## config.mk

```make
export PLATFORM = sky130hd
export DESIGN_NAME = fetch_sequencer
export DESIGN_NICKNAME = d
export VERILOG_FILES = /design/src/rtl/fetch_sequencer_pkg.sv /design/src/rtl/fetch_sequencer_buffer.sv /design/src/rtl/fetch_sequencer.sv
export SDC_FILE = /design/constraint.sdc
export NUM_CORES = 1
export LEC_CHECK = 0
export ABC_AREA = 1
export BUFFER_PORTS_ARGS = -buffer_cell sky130_fd_sc_hd__buf_4
export CELL_PAD_IN_SITES_DETAIL_PLACEMENT = 1
export CELL_PAD_IN_SITES_GLOBAL_PLACEMENT = 2
export CORE_UTILIZATION = 28
export CTS_CLUSTER_DIAMETER = 30
export DETAILED_ROUTE_END_ITERATION = 6
export GPL_TIMING_DRIVEN = 1
export PLACE_DENSITY = 0.79
export SETUP_SLACK_MARGIN = 0.05
export SYNTH_ARGS = -nofsm -noshare
export SYNTH_HDL_FRONTEND = slang
export SYNTH_SLANG_ARGS = --single-unit
export TNS_END_PERCENT = 100
```

## constraint.sdc

```tcl
create_clock -name clk -period 2.1 [get_ports clk]
set_input_delay 0.315 -clock clk [delete_from_list [all_inputs] [get_ports clk]]
set_output_delay 0.315 -clock clk [all_outputs]
set_load 0.005 [all_outputs]
```

## src/rtl/fetch_sequencer_pkg.sv

```systemverilog
// +--------------------------------------------------------------------+
// | fetch_sequencer_pkg : shared types and constants for the fetch path |
// | Revision 1.0                                                        |
// +--------------------------------------------------------------------+
`default_nettype none

package fetch_sequencer_pkg;

    localparam int INSTR_W = 32;
    localparam int PC_INC  = 4;

    typedef enum logic [1:0] {
        ST_BOOT = 2'd0,
        ST_REQ  = 2'd1,
        ST_WAIT = 2'd2,
        ST_HOLD = 2'd3
    } state_e;

endpackage

`default_nettype wire

```

## src/rtl/fetch_sequencer_buffer.sv

```systemverilog
// +--------------------------------------------------------------------+
// | fetch_buffer : one-entry instruction/PC holding register            |
// | Revision 1.0                                                        |
// +--------------------------------------------------------------------+
`default_nettype none

module fetch_buffer
    import fetch_sequencer_pkg::*;
#(
    parameter int N = 64
) (
    input  logic               clk,
    input  logic               reset,
    input  logic               load_i,
    input  logic               clear_i,
    input  logic [INSTR_W-1:0] instr_i,
    input  logic [N-1:0]       pc_i,
    output logic               valid_o,
    output logic [INSTR_W-1:0] instr_o,
    output logic [N-1:0]       pc_o
);

    logic               valid_q;
    logic [INSTR_W-1:0] instr_q;
    logic [N-1:0]       pc_q;

    // Clearing drops only the valid flag; payload is don't-care once invalid.
    always_ff @(posedge clk or negedge reset) begin
        if (!reset) begin
            valid_q <= 1'b0;
            instr_q <= '0;
            pc_q    <= '0;
        end else if (clear_i) begin
            valid_q <= 1'b0;
        end else if (load_i) begin
            valid_q <= 1'b1;
            instr_q <= instr_i;
            pc_q    <= pc_i;
        end
    end

    assign valid_o = valid_q;
    assign instr_o = instr_q;
    assign pc_o    = pc_q;

endmodule

`default_nettype wire

```

## src/rtl/fetch_sequencer.sv

```systemverilog
// +--------------------------------------------------------------------+
// | fetch_sequencer : PC ownership and req/gnt/rvalid instruction fetch |
// | Revision 1.0                                                        |
// +--------------------------------------------------------------------+
`default_nettype none

module fetch_sequencer
    import fetch_sequencer_pkg::*;
#(
    parameter int         N        = 64,
    parameter logic [N-1:0] RESET_PC = '0
) (
    input  logic               clk,
    input  logic               reset,
    input  logic               PCSrc_F,
    input  logic [N-1:0]       PCBranch_F,
    input  logic               stall_D,
    output logic               imem_req,
    output logic [N-1:0]       imem_addr,
    input  logic               imem_gnt,
    input  logic               imem_rvalid,
    input  logic [INSTR_W-1:0] imem_rdata,
    output logic               instr_valid_D,
    output logic [INSTR_W-1:0] instr_D,
    output logic [N-1:0]       pc_D,
    output logic               outstanding
);

    state_e             state_q, state_d;
    logic [N-1:0]       pc_q, pc_d, inflight_pc_q, inflight_pc_d, pc_plus4;
    logic               squash_q, squash_d;
    logic               redirect, grant, resp, resp_live, out_free;
    logic               out_load, out_clear, hold_load, hold_clear;
    logic               hold_valid;
    logic [INSTR_W-1:0] hold_instr, load_instr;
    logic [N-1:0]       hold_pc, load_pc;

    assign redirect  = PCSrc_F && (state_q != ST_BOOT);
    assign grant     = (state_q == ST_REQ) && imem_gnt;
    assign resp      = (state_q == ST_WAIT) && imem_rvalid;
    assign resp_live = resp && !squash_q && !redirect;
    assign out_free  = !stall_D || !instr_valid_D;
    assign pc_plus4  = pc_q + N'(PC_INC);

    always_ff @(posedge clk or negedge reset) begin
        if (!reset) state_q <= ST_BOOT;
        else        state_q <= state_d;
    end

    always_comb begin
        state_d = state_q;
        unique case (state_q)
            ST_BOOT: state_d = ST_REQ;
            ST_REQ:  if (grant) state_d = ST_WAIT;
            ST_WAIT: if (resp) state_d = (resp_live && !out_free) ? ST_HOLD : ST_REQ;
            ST_HOLD: if (redirect || !stall_D) state_d = ST_REQ;
            default: state_d = ST_BOOT;
        endcase
    end

    always_comb begin
        imem_req    = (state_q == ST_REQ);
        outstanding = (state_q == ST_WAIT);
        hold_load   = resp_live && !out_free;
        hold_clear  = (state_q == ST_HOLD) && (redirect || !stall_D);
        out_load    = (resp_live && out_free) ||
                      ((state_q == ST_HOLD) && hold_valid && !redirect && !stall_D);
        out_clear   = redirect || (!stall_D && !out_load);
    end

    // A redirect racing a grant still issues the old PC, so its response must be squashed.
    always_comb begin
        pc_d          = redirect ? PCBranch_F : (grant ? pc_plus4 : pc_q);
        inflight_pc_d = grant ? pc_q : inflight_pc_q;
        squash_d      = squash_q;
        if (resp)
            squash_d = 1'b0;
        else if (redirect && (grant || state_q == ST_WAIT))
            squash_d = 1'b1;
    end

    always_ff @(posedge clk or negedge reset) begin
        if (!reset) begin
            pc_q          <= RESET_PC;
            inflight_pc_q <= '0;
            squash_q      <= 1'b0;
        end else begin
            pc_q          <= pc_d;
            inflight_pc_q <= inflight_pc_d;
            squash_q      <= squash_d;
        end
    end

    assign imem_addr  = pc_q;
    assign load_instr = (state_q == ST_HOLD) ? hold_instr : imem_rdata;
    assign load_pc    = (state_q == ST_HOLD) ? hold_pc    : inflight_pc_q;

    fetch_buffer #(.N(N)) u_hold_buf (
        .clk     (clk),
        .reset   (reset),
        .load_i  (hold_load),
        .clear_i (hold_clear),
        .instr_i (imem_rdata),
        .pc_i    (inflight_pc_q),
        .valid_o (hold_valid),
        .instr_o (hold_instr),
        .pc_o    (hold_pc)
    );

    fetch_buffer #(.N(N)) u_out_reg (
        .clk     (clk),
        .reset   (reset),
        .load_i  (out_load),
        .clear_i (out_clear),
        .instr_i (load_instr),
        .pc_i    (load_pc),
        .valid_o (instr_valid_D),
        .instr_o (instr_D),
        .pc_o    (pc_D)
    );

endmodule

`default_nettype wire
```

# Word-level counts from Yosys, hierarchy flattened
# Cells that the tools add are included.
[word_totals]
out_inout_bits = 163
word_cells = 67
inputBits = 102
register_bits = 325
[op_classes]
add_sub_neg = 1
n_mux = 15
n_reduce_logical = 33
bitwise_logic = 2
eq_ne = 6
[ops]
columns = ["op", "count"]
rows = [
  ["$mux W64", 3],
  ["$add A64 B3 Y64 const B", 1],
  ["$mux W32", 1],
  ["$logic_and A1 B1 Y1", 13],
  ["$reduce_bool A2 Y1", 5],
  ["$mux W2", 4],
  ["$pmux W2 S4", 1],
  ["$logic_not A1 Y1", 6],
  ["$mux W1", 6],
  ["$logic_or A1 B1 Y1", 5],
  ["$eq A2 B2 Y1 const B", 2],
  ["$ne A2 B1 Y1 const B", 2],
  ["$reduce_and A2 Y1", 2],
  ["$reduce_and A3 Y1", 1],
  ["$eq A2 B1 Y1 const B", 1],
  ["$logic_not A2 Y1", 1],
  ["$ne A2 B2 Y1 const B", 1],
  ["$not A1 Y1", 2],
]

# Depth between registers and ports, before layout
[depth]
word_depth = 11
depth_mapped = 12
depth_no_buf = 12

# Hierarchy
# Synthesis repeated with hierarchy kept, for this count alone.
[unflattened]
hier_cells = 2217
area_unflattened_um2 = 16234.3
[by_module_without_submodules]
columns = ["mod", "n_inst", "seq_area_each_um2", "cells_each", "area_each_um2"]
rows = [
  ["fetch_sequencer", 1, 3278.1, 1377, 8531.9],
  ["fetch_buffer", 2, 2427.3, 420, 3851.2],
]

# Worst setup path before layout
# OpenSTA, ideal clock, no wires.
[synth_timing]
path_type = "flip-flop to flip-flop"
start = "register state_q[0]"
end = "register u_hold_buf.pc_q[48], in the netlist u_hold_buf.pc_o[48]"
setup_slack_ns = 0.296
t_arrival_ns = 1.679
stages_incl_launch_ff = 9
path_buffers = 2
cell_sequence = "dfrtp_1 -> inv_1 -> ha_1 -> nor2_4 -> inv_2 -> nand4_1 -> buf_4 -> buf_4 -> mux2_2"
[synth_between]
elab_chain_len = 6
elab_cells_between_ends = 13
classes_between = "eq/ne: 2; bitwise: 1; reduce/logical: 10"
[synth_lines]
columns = ["element", "line", "source"]
rows = [
  ["start: declaration", "fetch_sequencer.sv:29", "state_e state_q, state_d;"],
  ["start signal: assignment", "fetch_sequencer.sv:47", "else state_q <= state_d;"],
  ["$eq A2 B2 Y1 or $reduce_bool A2 Y1 (tied branches)", "fetch_sequencer.sv:40, fetch_sequencer.sv:38", ""],
  ["$logic_and A1 B1 Y1, on equally long branches", "fetch_sequencer.sv:40, fetch_sequencer.sv:38", ""],
  ["$logic_and A1 B1 Y1, or another cell as far along", "fetch_sequencer.sv:41", "assign resp_live = resp && !squash_q && !redirect;"],
  ["$logic_and A1 B1 Y1, on equally long branches", "fetch_sequencer.sv:41, fetch_sequencer.sv:65", ""],
  ["$logic_and A1 B1 Y1 or $not A1 Y1 (tied branches)", "--", ""],
  ["$reduce_and A2 Y1 (no source line) *", "--", ""],
  ["end signal: assignment", "fetch_sequencer_buffer.sv:38", "pc_q <= pc_i;"],
  ["end: declaration", "fetch_sequencer_buffer.sv:25", "logic [N-1:0] pc_q;"],
]
# Every way passes the cells marked *; elsewhere a longest branch is shown, timed or not.
# A chain may end at the register's enable or synchronous reset.

# Worst setup path after layout
[layout_timing]
start = "register state_q[1]"
end = "register u_hold_buf.pc_q[22], in the netlist u_hold_buf.pc_o[22]"
# The elaborated chain is that of the path after synthesis.

==> summary.md <==
| Metric | Value |
|---|---|
| CP endpoint kind | flip-flop |
| Final min period | 2000 ps |
| Drt first pass iters | 5 |
| Most used cell, CP | buf_4 |
| Number of remaining DRC errors | 0 |
| Dpl hpwl | 41,600 um |
| Final Core Density | 41.7% |
| Register bit total from synthesis | 325 |
| RePlAce Congestion | 0.845 |
| Met2 Track Usage GR | 34.9% |
| CP delay by family, top | buffers and inverters |
| Inserted Diodes | 0 |
| P per Cell Area | 1570 nW/um2 |
| Pin count of the biggest net entering global routing | 98 |
| Sink Count | 325 |
| Clk_lat worst skew | 620 ps |
| Largest family of logic cells by synthesized area | simple AND/OR/NAND/NOR gates |
| CTS tree | built |
| Worst Hold End | imem_addr[50] |
| Synth Area per Inst | 8.42 um2 |
| Cells on Worst Hold Path | 5 |
| Xor and xnor area share after synthesis | 0.342% |
| First-pass GRT wire length | 91,900 um |
| Post-Route WL | 59,600 um |
| DIE AREA | 55,800 um2 |
| Root Driver | clkbuf_16 |
| Slew margin rel. | 63.7% |
| Worst R2R Start | state_q[1] |
| H-Tree Depth | 3 |
| Post-synthesis cell count | 1,823 |
| Outcome | completed |
| Final Skew | 29.3 ps |
| DR vias/cell | 4.82 |
| # setup viols final | 0 |
| Reg2reg path depth | 8 |
| Global route hottest layer | met2 |
| FMAX | 501 MHz |
| CP Max Fanout | 28 |
| Total Neg Setup Slack | 0 ps |
| Max-slew violations | 0 |
| Tcrit/Tclk final | 95.1% |
| Sequential element share of the synthesized area | 53.0% |
| Area Overhead vs Synth | 46.7% |
| Adder-cell area share of the yosys netlist | 0.407% |
| Worst min path class | in2reg |
| Worst slew pin tran | 544 ps |
| Placed Cells | 2,751 |
| R2r setup slk | 100 ps |
| Buf+Inv Stages, Crit Path | 3 |
| Required time worst endpoint | 2590 ps |
| Nets@finish | 2,328 |
| Hold Vio Cnt, Final | 0 |
| GR Util met3 | 3.73% |
| Global route overflow | 0 |
| Via count | 14,428 |
| Initial Utilization | 28.4% |
| Critical path class | reg2reg |
| Slowest-stage cell, CP | dfrtp_1 |
| Fillcell total | 6,189 |
| Antenna violations before repair | 1 |
| Met1 usage | 28.1% |
| Worst setup SP type | flip-flop |
| Die X | 236 um |
| Core Footprint | 54,000 um2 |
| Crit path from | state_q[1] |
| Simple-gate share of the synthesized area | 24.2% |
| Leakage | 0.0108 uW |
| ANT nets after route | 0 |
| All-Layer GR Usage | 21.3% |
| Reg-to-reg endpoint | u_hold_buf.pc_o[22] |
| Arr. time, crit path | 2490 ps |
| Yosys cell types | 34 |
| RSZ-0062 raised after global routing | yes |
| Number of max-cap violations | 0 |
| Iter 0 DRT Violations | 783 |
| Routed len/inst | 19.9 um |
| Die Y | 236 um |
| Row count | 85 |
| Clock buffer depth | 3 |
| Synth Cell Area | 15,400 um2 |
| Non-Filler Instances | 2,994 |
| Max stage delay on crit path | 380 ps |
| Fraction of layout cells with a size suffix above 1 | 25.9% |
| Number of synthesis warnings | 0 |
| Clock slew at reported path FFs | 40 ps |
| Min-delay src | PCBranch_F[50] |
| Worst path cell trace | buf_4 -> ha_1 -> nand2_1 -> nor2_1 -> nand4_1 -> buf_4 -> buf_8 -> mux2_2 |
| Vias in the first global route | 15,574 |
| Mux cell area share after synthesis | 6.09% |
| Total CTS buffers | 90 |
| Worst IR drop on VDD | 0.606 mV |
| Boundary pin count | 265 |
| Syn Nets | 1,930 |
| Port Buffers | 264 |
| Compound-Gate Fraction of Synth Area | 9.83% |
## report_power, final
part	total [uW]	switching (uW)	internal (uW)
Combinational	10000	5700	4320
Clock	14700	4270	10500
Sequential	10600	2210	8420
Total	35400	12200	23200
## logic make-up (layout without fill, tap and decap cells)
kind of cell	Yosys count	count (layout)
and+or+nand+nor	917	917
DFF	325	325
AOI/OAI and AO/OA	260	260
buffers and inverters	227	702
muxes	83	83
xor gates and xnor gates	6	6
adders and majority gates	5	5
## worst reg2reg max path, stage by stage (launching register included)
cell,delay [ps]
dfrtp_1,380
buf_4,150
ha_1,220
nand2_1,110
nor2_1,60
nand4_1,130
buf_4,170
buf_8,270
mux2_2,380
## how the worst max path moves through the flow
stage | to | slack (ps) | depth (start not counted)
after floorplan | u_hold_buf.pc_o[48] | 300 | 8
after global placement | u_hold_buf.pc_o[48] | 170 | 7
after detailed placement | u_hold_buf.pc_o[50] | 80 | 7
after CTS | u_hold_buf.pc_o[48] | 50 | 7
after global routing | u_hold_buf.pc_o[47] | 10 | 8
final | u_hold_buf.pc_o[22] | 100 | 8
## cell usage in the layout (no fill, tap or decap), types with 8 or more instances in the layout
master,synthesis,final
nor2_2,11,14
mux2_1,17,17
buf_12,0,16
inv_1,131,131
buf_4,18,306
o21ai_0,113,113
mux2_2,66,66
nor2_1,203,200
a31oi_1,96,96
dlygate4sd3_1,0,70
nand2_1,572,570
nand2_2,9,9
o211ai_1,26,26
clkinv_2,0,18
nor2_4,8,8
o21ai_1,11,11
clkinvlp_4,0,8
dfrtp_1,325,325
bufinv_16,0,14
clkbuf_8,0,26
clkbuf_16,0,91
nand3_1,102,102
## through the flow
step / worst slack (ps) / power, uW / area, um2 / hold WS [ps]
final: 104 / 35400 / 22500 / 23.5
after global routing: 10.2 / 37400 / 22500 / 37.1
after CTS: 50.3 / 35800 / 22500 / 0.823
after detailed placement: 79.7 / 20700 / 18500 / 205
after global placement: 169 / 20300 / 18500 / 205
after floorplan: 296 / 14600 / 15400 / 19.4
## final cells by class
type                            count  area [um2]  share of cell area (%)
Clock buffer                      123        2640                    11.7
Clock inverter                     46         689                    3.06
Inverter                          138         519                    2.30
Multi-Input combinational cell   1271        6310                    28.0
Sequential cell                   325        8130                    36.1
Tap cell                          696         871                    3.86
Timing Repair Buffer              395        3370                    15.0
## what timing repair did
item / CTS / global route
setup endpoints to repair: 0 / 93
hold buffers: 70 / 0
resized for setup: 0 / 6
endpoints found under the hold margin: 381 / 0
setup buffers: 0 / 3
## routing by layer
layer | part of all wire, % | wire length [um]
met2 | 48 | 28500
met5 | 0 | 0
met4 | 2.8 | 1640
met3 | 4.3 | 2570
met1 | 45 | 26900
## cell usage after synthesis
master	number	share of area, %
a21oi_1	6	0.20
a31oi_1	96	3.9
buf_1	9	0.22
buf_2	22	0.72
buf_4	18	0.88
clkbuf_1	40	0.98
clkinv_1	1	0.024
dfrtp_1	325	53
ha_1	5	0.41
inv_1	131	3.2
inv_2	6	0.15
mux2_1	17	1.2
mux2_2	66	4.8
nand2_1	572	14
nand2_2	9	0.37
nand2_4	2	0.15
nand3_1	102	3.3
nand3b_1	1	0.049
nand4_1	7	0.29
nor2_1	203	5.0
nor2_2	11	0.45
nor2_4	8	0.59
nor3_1	2	0.065
o211ai_1	26	1.3
o21a_1	1	0.049
o21ai_0	113	3.7
o21ai_1	11	0.36
o21bai_1	1	0.049
o221a_2	1	0.073
o221ai_1	1	0.057
o22ai_1	3	0.12
o311ai_0	1	0.057
xnor2_1	1	0.057
xor2_1	5	0.29
## sequential cells by signal, indices dropped and copies added (netlist names), 2 cells and up
signal and cells:
inflight_pc_q 64, u_hold_buf.pc_o 64, state_q 2, u_out_reg.instr_o 32, imem_addr 64, u_out_reg.pc_o 64
u_hold_buf.instr_o 32
Note: power is estimated with default switching activity, not from simulation.
